$ cat src/rtl/ps2_scancode_decoder.sv
// ps2_scancode_decoder
//   Turns the Set-2 scan byte stream from the PS/2 receive FIFO into key events.
//   It strips E0/F0 prefixes, tracks the currently held key, optionally suppresses
//   typematic repeats of the held key, counts emitted makes and flags protocol errors.
// Ports
//   clk          : system clock, rising edge
//   clrn         : asynchronous active-low reset
//   code_valid   : one-cycle qualifier for code
//   code         : scan byte
//   key_valid    : one-cycle pulse, event fields valid (fields hold until next event)
//   key_code     : scan code of the event with prefixes stripped
//   key_ext      : event was E0-prefixed
//   key_release  : 1 = break, 0 = make
//   key_ascii    : ASCII translation, 8'h00 for extended or unmapped keys
//   held_valid   : a key is currently held
//   held_code    : code of the held key
//   held_ext     : E0 flag of the held key
//   press_cnt    : emitted make events, wraps
//   err          : one-cycle pulse on protocol error
module ps2_scancode_decoder #(
    parameter int unsigned CNT_W        = 8,
    parameter bit          SUPPRESS_RPT = 1'b1
) (
    input  logic             clk,
    input  logic             clrn,
    input  logic             code_valid,
    input  logic [7:0]       code,
    output logic             key_valid,
    output logic [7:0]       key_code,
    output logic             key_ext,
    output logic             key_release,
    output logic [7:0]       key_ascii,
    output logic             held_valid,
    output logic [7:0]       held_code,
    output logic             held_ext,
    output logic [CNT_W-1:0] press_cnt,
    output logic             err
);

    localparam logic [7:0] C_E0 = 8'hE0;
    localparam logic [7:0] C_F0 = 8'hF0;

    typedef enum logic [1:0] {
        S_IDLE = 2'd0,
        S_E0   = 2'd1,
        S_F0   = 2'd2,
        S_E0F0 = 2'd3
    } state_t;

    state_t             r_state;
    logic               r_key_valid;
    logic [7:0]         r_key_code;
    logic               r_key_ext;
    logic               r_key_release;
    logic [7:0]         r_key_ascii;
    logic               r_held_valid;
    logic [7:0]         r_held_code;
    logic               r_held_ext;
    logic [CNT_W-1:0]   r_press_cnt;
    logic               r_err;

    logic               w_ext;
    logic               w_match;
    logic               w_suppress;
    logic               w_kbd_err;
    logic               w_ignored;
    logic [7:0]         w_ascii;

    // Set-2 to ASCII lookup for non-extended codes
    function automatic logic [7:0] f_ascii(input logic [7:0] c);
        logic [7:0] a;
        a = 8'h00;
        case (c)
            8'h1C: a = 8'h61;  8'h32: a = 8'h62;  8'h21: a = 8'h63;  8'h23: a = 8'h64;
            8'h24: a = 8'h65;  8'h2B: a = 8'h66;  8'h34: a = 8'h67;  8'h33: a = 8'h68;
            8'h43: a = 8'h69;  8'h3B: a = 8'h6A;  8'h42: a = 8'h6B;  8'h4B: a = 8'h6C;
            8'h3A: a = 8'h6D;  8'h31: a = 8'h6E;  8'h44: a = 8'h6F;  8'h4D: a = 8'h70;
            8'h15: a = 8'h71;  8'h2D: a = 8'h72;  8'h1B: a = 8'h73;  8'h2C: a = 8'h74;
            8'h3C: a = 8'h75;  8'h2A: a = 8'h76;  8'h1D: a = 8'h77;  8'h22: a = 8'h78;
            8'h35: a = 8'h79;  8'h1A: a = 8'h7A;
            8'h45: a = 8'h30;  8'h16: a = 8'h31;  8'h1E: a = 8'h32;  8'h26: a = 8'h33;
            8'h25: a = 8'h34;  8'h2E: a = 8'h35;  8'h36: a = 8'h36;  8'h3D: a = 8'h37;
            8'h3E: a = 8'h38;  8'h46: a = 8'h39;
            8'h29: a = 8'h20;  8'h5A: a = 8'h0D;  8'h66: a = 8'h08;
            default: a = 8'h00;
        endcase
        return a;
    endfunction

    // Extended flag of the key completed by the current byte follows the pending prefix
    assign w_ext      = (r_state == S_E0) || (r_state == S_E0F0);
    assign w_match    = r_held_valid && (r_held_ext == w_ext) && (r_held_code == code);
    assign w_suppress = SUPPRESS_RPT && w_match;
    assign w_kbd_err  = (code == 8'h00) || (code == 8'hFF);
    // BAT-complete, ACK, echo and resend bytes carry no key information
    assign w_ignored  = (code == 8'hAA) || (code == 8'hFA) || (code == 8'hEE) || (code == 8'hFE);
    assign w_ascii    = w_ext ? 8'h00 : f_ascii(code);

    // Decoder FSM with registered event, held-key and counter outputs
    always_ff @(posedge clk or negedge clrn) begin
        if (!clrn) begin
            r_state       <= S_IDLE;
            r_key_valid   <= 1'b0;
            r_key_code    <= 8'h00;
            r_key_ext     <= 1'b0;
            r_key_release <= 1'b0;
            r_key_ascii   <= 8'h00;
            r_held_valid  <= 1'b0;
            r_held_code   <= 8'h00;
            r_held_ext    <= 1'b0;
            r_press_cnt   <= '0;
            r_err         <= 1'b0;
        end else begin
            r_key_valid <= 1'b0;
            r_err       <= 1'b0;
            if (code_valid) begin
                if (w_kbd_err) begin
                    r_err   <= 1'b1;
                    r_state <= S_IDLE;
                end else begin
                    case (r_state)
                        S_IDLE: begin
                            if (code == C_E0) begin
                                r_state <= S_E0;
                            end else if (code == C_F0) begin
                                r_state <= S_F0;
                            end else if (!w_ignored && !w_suppress) begin
                                r_key_valid   <= 1'b1;
                                r_key_code    <= code;
                                r_key_ext     <= 1'b0;
                                r_key_release <= 1'b0;
                                r_key_ascii   <= w_ascii;
                                r_press_cnt   <= r_press_cnt + CNT_W'(1);
                                r_held_valid  <= 1'b1;
                                r_held_code   <= code;
                                r_held_ext    <= 1'b0;
                            end
                        end
                        S_E0: begin
                            if (code == C_F0) begin
                                r_state <= S_E0F0;
                            end else if (code == C_E0) begin
                                r_err <= 1'b1;
                            end else begin
                                r_state <= S_IDLE;
                                if (!w_suppress) begin
                                    r_key_valid   <= 1'b1;
                                    r_key_code    <= code;
                                    r_key_ext     <= 1'b1;
                                    r_key_release <= 1'b0;
                                    r_key_ascii   <= w_ascii;
                                    r_press_cnt   <= r_press_cnt + CNT_W'(1);
                                    r_held_valid  <= 1'b1;
                                    r_held_code   <= code;
                                    r_held_ext    <= 1'b1;
                                end
                            end
                        end
                        default: begin
                            // S_F0 and S_E0F0: byte completes a break
                            r_state <= S_IDLE;
                            if ((code == C_E0) || (code == C_F0)) begin
                                r_err <= 1'b1;
                            end else begin
                                r_key_valid   <= 1'b1;
                                r_key_code    <= code;
                                r_key_ext     <= w_ext;
                                r_key_release <= 1'b1;
                                r_key_ascii   <= w_ascii;
                                if (w_match) begin
                                    r_held_valid <= 1'b0;
                                end
                            end
                        end
                    endcase
                end
            end
        end
    end

    assign key_valid   = r_key_valid;
    assign key_code    = r_key_code;
    assign key_ext     = r_key_ext;
    assign key_release = r_key_release;
    assign key_ascii   = r_key_ascii;
    assign held_valid  = r_held_valid;
    assign held_code   = r_held_code;
    assign held_ext    = r_held_ext;
    assign press_cnt   = r_press_cnt;
    assign err         = r_err;

endmodule

$ cat config.mk
export PLATFORM = sky130hd
export DESIGN_NAME = ps2_scancode_decoder
export DESIGN_NICKNAME = d
export VERILOG_FILES = /design/src/rtl/ps2_scancode_decoder.sv
export SDC_FILE = /design/constraint.sdc
export NUM_CORES = 1
export LEC_CHECK = 0
export ABC_AREA = 1
export CAP_MARGIN = 15
export CORE_ASPECT_RATIO = 1.4
export CORE_MARGIN = 2
export CORE_UTILIZATION = 30
export CTS_BUF_LIST = sky130_fd_sc_hd__clkbuf_4 sky130_fd_sc_hd__clkbuf_8 sky130_fd_sc_hd__clkbuf_16
export CTS_CLUSTER_DIAMETER = 30
export DETAILED_ROUTE_END_ITERATION = 10
export MAX_ROUTING_LAYER = met4
export PLACE_DENSITY = 0.55
export SYNTH_ARGS = -nofsm -noshare
export SYNTH_HDL_FRONTEND = slang
export SYNTH_SLANG_ARGS = --single-unit
$ cat constraint.sdc
create_clock -name clk -period 4.3 [get_ports clk]
set_clock_uncertainty 0.1 [all_clocks]
set_input_delay 1.29 -clock clk [delete_from_list [all_inputs] [get_ports clk]]
set_output_delay 1.29 -clock clk [all_outputs]
set_load 0.02 [all_outputs]
; ---- Yosys cells after proc, flatten, opt, wreduce, memory -nomap -nowiden
; Memory sizes are Yosys's and may differ from the RTL's.
; Index checks and enable logic that the tools add are counted.
[classes]
n_addsub = 1
bitwise = 1
n_reduce_logical = 19
muxes = 68
n_eq_ne = 20
[op_table]
columns = op, count
row1 = 8-bit two-way mux, 22
row2 = 8-bit one-hot mux with 2 select lines, 4
row3 = 8-bit equality test (second input constant), 7
row4 = 1-bit two-way mux, 30
row5 = 9-bit AND reduction, 2
row6 = 2-bit inequality test (second input constant), 6
row7 = 1-bit one-hot mux with 2 select lines, 6
row8 = 2-bit two-way mux, 5
row9 = 10-bit AND reduction, 1
row10 = 8-bit by 1-bit adder with 8-bit output (second input constant), 1
row11 = 8-bit equality test, 1
row12 = 8-bit logical NOT, 1
row13 = 1-bit logical OR, 6
row14 = 4-bit by 3-bit inequality test with 1-bit output (second input constant), 1
row15 = 4-bit inequality test (second input constant), 1
row16 = 2-bit one-hot mux with 2 select lines, 1
row17 = 1-bit logical AND, 3
row18 = 3-bit by 2-bit inequality test with 1-bit output (second input constant), 1
row19 = 3-bit AND reduction, 1
row20 = 3-bit nonzero test, 1
row21 = 2-bit by 1-bit equality test with 1-bit output (second input constant), 1
row22 = 2-bit equality test (second input constant), 1
row23 = 1-bit logical NOT, 2
row24 = 2-bit logical NOT, 1
row25 = 3 further kinds, 3
[totals]
n_memories = 1
input_bits = 11
elab_cells = 121
out_inout_bits = 38
register_bits = 40
rom_bits = 896
[mem_list]
columns = memory, words, word_bits, rd, rd_ports_with_merged_regs, write_ports, line
row1 = (no name shown), 128, 7, 1, 0, 0, 73  ; case (c)

; ---- Longest topological paths before layout
; Gate-level depths: netlist of the first run.
[depth]
ltp_word = 13
mapped_depth = 14
ltp_nobuf = 12

; ---- Least setup slack after synthesis of the first run
; No wires, ideal clock.
[synth_path]
path_type = input to register
startpoint = input port code[0]
endpoint = register r_press_cnt[0], in the netlist press_cnt[0]
path_slack_ps = 1280
t_arrival_ps = 2804
n_path_buf = 3
required_ps = 4084
cell_stages = 13
setup_time_ps = 116
cell_sequence = buf_2 inv_1 ha_1 clkbuf_1 nand2_1 nor2_1 a21oi_1 nand3b_1 nand2_4 nand2_8 buf_12 nand2_2 nand2_2
[synth_between]
elab_chain_len = 8
elab_cells_between_ends = 25
classes_between = eq/ne (14) / bitwise (1) / reduce/logical (10)
[synth_rtl]
columns = item, line
row1 = from (decl), 27  ; input logic [7:0] code,
row2 = 8-bit equality test, 96  ; assign w_ignored = (code == 8'hAA) || (code == 8'hFA) || (code == 8'hEE) || (code == 8'hFE);
row3 = 1-bit logical OR (3 in a row), 96
row4 = 1-bit logical NOT, 127  ; end else if (!w_ignored && !w_suppress) begin
row5 = 1-bit logical AND, 127
row6 = 2-bit inequality test (no line), -
row7 = 9-bit AND reduction (no line) *, -
row8 = to (signal assigned), 133  ; r_press_cnt <= r_press_cnt + CNT_W'(1);
row9 = to (signal assigned), 152  ; r_press_cnt <= r_press_cnt + CNT_W'(1);
row10 = to (decl), 59  ; logic [CNT_W-1:0] r_press_cnt;
; Mark *: on every way between the ends. The rest lies on a longest branch, timed or not.
; A chain may end at the register's enable or synchronous reset.

; ---- Worst setup path in the final report of the first run
[layout_path]
startpoint = input port code[1]
endpoint = register r_held_code[5], in the netlist held_code[5]
[layout_between]
elab_chain_len = 8
elab_cells_between_ends = 25
classes_between = eq/ne (14) / bitwise (1) / reduce/logical (10)
[layout_rtl]
columns = item, line
row1 = 8-bit equality test, 96
row2 = 1-bit logical OR (3 in a row), 96
row3 = 1-bit logical NOT, 127
row4 = 1-bit logical AND, 127
row5 = 2-bit inequality test (no line), -
row6 = 9-bit AND reduction (no line) *, -
row7 = to (signal assigned), 135  ; r_held_code <= code;
row8 = to (signal assigned), 154  ; r_held_code <= code;
row9 = to (decl), 57  ; logic [7:0] r_held_code;
; Marked as above.

==> flow_summary.ini, run 1 <==
[critical_path]
critPathLaunchType = input pin
rr_worst_depth = 12
path_class = in -> reg
setup.worst_path.end = held_code[5]$_DFFE_PN0P_
setup.worst_path.start = code[1]
worstReg2RegStart = r_state[0]$_DFFE_PN0P_
ff2ff_setup_slack_ps = 2410
endpoint_kind = flop
worstPathRequired_ps = 4370
r2r-end = held_code[5]$_DFFE_PN0P_
critPathMaxFanout = 18
critPathArrivalTime_ps = 3570

[synth]
yosysSeqAreaShare_pct = 32.0
synth_cell_types = 37
syn_area_mm2 = 0.00305
synth.avg_cell_area_um2 = 6.77
syn_inst = 451
syn_nets = 470
synth-seq-cells = 39
yosysWarningCount = 0

[die]
ios = 49
dieArea_mm2 = 0.0110
die_h_um = 123
die_x_um = 89.3
coreArea_mm2 = 0.00990
initial_core_util_pct = 30.8
fp-row-count = 43

[power_and_ir_drop]
p_per_area_mw_per_mm2 = 442
pwr-share-comb_pct = 44.1
clkPwrFrac_pct = 22.1
switching_share_pct = 40.7
p_seq_share_pct = 33.8
internal-power_w = 0.000979
ir_drop_mv = 0.271
netSwitchingPower_w = 0.000671
p_leak_nw = 1.88

[worst_hold_path]
hold_class = reg -> reg

[clock_network]
cts_buffers = 5
cts_root_buf = clkbuf_16
hold_buffers = 0
ctsResizeCount = 0
numClockSinks = 39
clk_path_buf_depth = 2
cts.clk_slew.worst_paths_ps = 60
cts_tree = yes
clkLatencyLatePin_ps = 280
ctsHtreeMaxLevel = 2
cts_setup_buffers = 0

[global_route]
antenna_found_initial = 0
top_usage_layer = met2
grtUsageTotal_pct = 16.4
grt_util_met1_pct = 19.5
grt_pass1_vias = 2953
grt_overflow = 0
grt_util_met2_pct = 27.5
use_met3_pct = 2.94
grt_pass1_wl_um = 13800
grt_max_degree = 40

[final_layout]
layout-drive-gt1-share_pct = 13.0
nNetsFinal = 512
syn_to_final_growth_pct = 22.2
layout_common_cells = 189 x nand2_1, 46 x clkdlybuf4s50_1, 42 x nand3_1, 39 x dfrtp_1, 31 x inv_1
final_common_cell = nand2_1
design_area_mm2 = 0.00373
diodes = 0
fillers = 1089

[sta]
setup_tns_ps = 0
final_max_slew_viol_count = 0
max_clock_freq_mhz = 286
slew_headroom_pct = 42.0
worst_pin_slew_ps = 870
rsz0062_at_grt = no
period_minus_slack_ps = 3500
hold_viol = 0
timing.final.crit_share_pct = 81.4
setup_viol = 0
whs_ps = 373

[placed_design]
place_congestion = 0.969
port_buffers = 47
dpl_cell_area_mm2 = 0.00359
place_hpwl_um = 6200

[status]
status = finished, final reports clean

[routing]
dr.pass1.iters = 5
via_per_inst = 4.73
wl_per_cell_um = 13.2
drc_errors = 0
final_antenna_net_count = 0
routed_wl_um = 8320
drtIter0Drc = 268
vias = 2973

[job]
max_cap_violations = 0
-- critical path, stage by stage --
cell	delay (ps)
clkdlybuf4s50_1	600
inv_1	200
ha_1	260
nand3_1	170
nor2_1	90
nand2_1	70
nand2_1	70
nor2_1	110
nand2_2	100
nor2_8	270
nand2_8	180
nand2_2	100
nand2_2	50
-- cells by family (layout without fill, tap and decap cells) --
kind of cell / after synthesis / after routing / share of synthesized area (%)
and+or+nand+nor: 302 / 302 / 46.1
other: 1 / 1 / 0.123
DFF: 39 / 39 / 32.0
buffers and inverters: 57 / 100 / 9.84
AOI/OAI and AO/OA: 36 / 36 / 6.43
xor gates and xnor gates: 8 / 8 / 2.30
adders and majority gates: 8 / 8 / 3.28
-- how the worst min path moves through the flow --
| stage | slack (ps) | cells past startpoint | start | to |
|---|---|---|---|---|
| after detailed placement | 360 | 2 | key_ascii[4]$_DFFE_PN0P_ | key_ascii[4]$_DFFE_PN0P_ |
| after global routing | 400 | 2 | key_ascii[2]$_DFFE_PN0P_ | key_ascii[2]$_DFFE_PN0P_ |
| after floorplan | 410 | 2 | r_state[1]$_DFFE_PN0P_ | key_release$_DFFE_PN0P_ |
| after global placement | 360 | 2 | key_code[5]$_DFFE_PN0P_ | key_code[5]$_DFFE_PN0P_ |
| final | 370 | 2 | key_ascii[3]$_DFFE_PN0P_ | key_ascii[3]$_DFFE_PN0P_ |
| after CTS | 380 | 2 | key_ascii[2]$_DFFE_PN0P_ | key_ascii[2]$_DFFE_PN0P_ |
-- registers in the layout (all words and copies together) (netlist names) --
name / cells
held_code: 8
held_valid: 1
key_ascii: 7
press_cnt: 8
err: 1
held_ext: 1
key_valid: 1
key_release: 1
r_state: 2
key_code: 8
key_ext: 1
-- synth_stat cells, drive strengths merged --
cell / n / area share (%)
nor3: 4 / 0.82
xnor2: 3 / 0.86
o21bai: 1 / 0.25
o211ai: 3 / 0.74
inv: 37 / 4.5
nand4: 3 / 0.61
nand3: 46 / 8.4
xor2: 5 / 1.4
o21ai: 19 / 3.1
buf: 16 / 4.8
and3: 2 / 0.41
nor2: 28 / 5.2
a21oi: 10 / 1.6
nand2: 215 / 30
ha: 8 / 3.3
clkbuf: 4 / 0.49
a31oi: 2 / 0.41
a31o: 1 / 0.29
conb: 1 / 0.12
nand3b: 3 / 0.74
or2: 1 / 0.21
dfrtp: 39 / 32
-- power groups by stage --
stage	Sequential (W)	Combinational, W	Clock (W)
3_3_place_gp	0.000565	0.000719	0
4_1_cts	0.000559	0.000733	0.000376
6_report	0.000558	0.000727	0.000365
2_1_floorplan	0.000639	0.000389	0
3_5_place_dp	0.000561	0.000730	0
5_1_grt	0.000573	0.000809	0.000386
-- layer usage --
| layer | part of all wire [%] | wire (um) |
|---|---|---|
| met1 | 43 | 3610 |
| met2 | 50 | 4160 |
| met3 | 4.9 | 409 |
| met4 | 1.7 | 142 |
| met5 | 0 | 0 |
-- stage by stage --
step | instances | setup WS (ps) | utilization, % | power [W]
2_1_floorplan | 451 | 1280 | - | 0.00103
6_report | 629 | 802 | 37.7 | 0.00165
4_1_cts | 629 | 807 | 37.7 | 0.00167
5_1_grt | 629 | 555 | 37.7 | 0.00177
3_5_place_dp | 621 | 514 | 36.2 | 0.00129
3_3_place_gp | 621 | 572 | 36.2 | 0.00128
-- cell type report --
type	count	area (um2)	area share (%)
multi-input combinational	355	1780	47.6
sequential	39	976	26.2
timing repair buffer	55	526	14.1
tap	135	169	4.53
clock buffer	7	140	3.76
inverter	37	139	3.72
clock inverter	1	5.00	0.134
Power figures use the tool's default switching activity.
==> run 2, diff against run 1 <==
Clock period 4.3 ns to 3.36 ns, I/O delays scaled along.
==> flow_summary.ini, run 2 (synthesized netlist as in run 1, its figures left out) <==
[clock_network]
cts_root_buf = clkbuf_16
cts_tree = yes
cts_buffers = 5
clkLatencyLatePin_ps = 280
clk_path_buf_depth = 2
hold_buffers = 0
ctsResizeCount = 0
ctsHtreeMaxLevel = 2
cts_setup_buffers = 0
numClockSinks = 39
cts.clk_slew.worst_paths_ps = 60

[critical_path]
ff2ff_setup_slack_ps = 1490
worstPathRequired_ps = 3420
worstReg2RegStart = r_state[0]$_DFFE_PN0P_
endpoint_kind = flop
critPathMaxFanout = 18
r2r-end = held_code[2]$_DFFE_PN0P_
critPathLaunchType = input pin
rr_worst_depth = 12
critPathArrivalTime_ps = 3090
path_class = in -> reg

[placed_design]
port_buffers = 47
dpl_cell_area_mm2 = 0.00368
dp_slack_ps = 5.75
place_hpwl_um = 6700
place_congestion = 0.937

[global_route]
antenna_found_initial = 0
grt_overflow = 0
grt_max_degree = 40
grt_pass1_vias = 3010
grtUsageTotal_pct = 17.1
grt_pass1_wl_um = 14300

[power_and_ir_drop]
ir_drop_mv = 0.346
p_per_area_mw_per_mm2 = 570
p_leak_nw = 1.94
total_power_w = 0.00219

[job]
max_cap_violations = 0

[final_layout]
layout_common_cells = 189 x nand2_1, 46 x clkdlybuf4s50_1, 42 x nand3_1, 39 x dfrtp_1, 31 x inv_1
finalCoreUtilization_pct = 38.8
fillers = 1091
layout-drive-gt1-share_pct = 14.9
regArea_um2 = 976
nNetsFinal = 524
final_common_cell = nand2_1
multi_input_area_mm2 = 0.00178
syn_to_final_growth_pct = 25.7
design_area_mm2 = 0.00384
diodes = 0

[routing]
dr.pass1.iters = 4
wl_per_cell_um = 13.5
final_antenna_net_count = 0
drtIter0Drc = 157
via_per_inst = 4.69
routed_wl_um = 8640
drc_errors = 0
vias = 3003

[sta]
slew_headroom_pct = 42.1
worst_pin_slew_ps = 868
hold_viol = 0
setup_viol = 0
layout_setup_ws_ps = 338
max_clock_freq_mhz = 331
period_minus_slack_ps = 3020
final_max_slew_viol_count = 0
setup_tns_ps = 0
timing.final.crit_share_pct = 90.0
rsz0062_at_grt = no

[die]
dieArea_mm2 = 0.0110
fp-row-count = 43
die_x_um = 89.3
die_h_um = 123
coreArea_mm2 = 0.00990
ios = 49
initial_core_util_pct = 30.8

[worst_hold_path]
holdPathEnd = key_code[5]$_DFFE_PN0P_
min_delay_path_depth = 2
hold_class = reg -> reg
min_from = key_code[5]$_DFFE_PN0P_

[status]
status = finished, final reports clean
[run 2: changes by cell type in the layout (fill, tap and decap cells not counted)]
cell       delta
buf_4        +12
clkinv_2      -1
bufinv_16     +1
clkbuf_4      -1
[run 2: power by group]
group          switching, W  internal (W)
registers          0.000132      0.000580
logic              0.000549      0.000393
clock network      0.000179      0.000354
total              0.000859       0.00133
[run 2: cell type report]
class                   instances  share of cell area (%)
repair buffers                 67                    16.0
well taps                     135                    4.40
multi-input cells             355                    46.3
flip-flops and latches         39                    25.4
clock inverters                 1                   0.782
clock buffers                   6                    3.46
inverters                      37                    3.62
[run 2: worst max-delay path by stage]
stage                     cells past startpoint                        to    start
after floorplan                              13  press_cnt[0]$_DFFE_PN0P_  code[0]
after global placement                       13  press_cnt[2]$_DFFE_PN0P_  code[0]
after detailed placement                     13  held_code[2]$_DFFE_PN0P_  code[0]
after CTS                                    13  held_code[2]$_DFFE_PN0P_  code[0]
after global routing                         13  held_code[0]$_DFFE_PN0P_  code[0]
final                                        10    held_valid$_DFFE_PN0P_  code[0]
[run 2: worst max-delay path: stages]
cell and delay [ps]:
clkdlybuf4s50_1 480, inv_1 150, ha_1 280, nand2_1 110, nor2_1 290, a21oi_1 160, nand3b_1 150, nand2_4 160
nand2_8 210, nand2_1 80
[run 2: layer usage]
metal,global-route usage (%),vias to the layer above,wire (um),part of all wire [%]
met2,29.2,86,4310,50
met4,6.90,0,327,3.8
met1,19.7,1365,3670,42
met5,-,-,0,0
met3,2.54,31,336,3.9
li1,-,1521,-,-
[run 2: stage by stage]
step | std cells | hold WS (ps)
global placement | 633 | 365
CTS | 640 | 381
global route | 640 | 394
detailed placement | 633 | 365
floorplan | 451 | 407
finish | 640 | 374
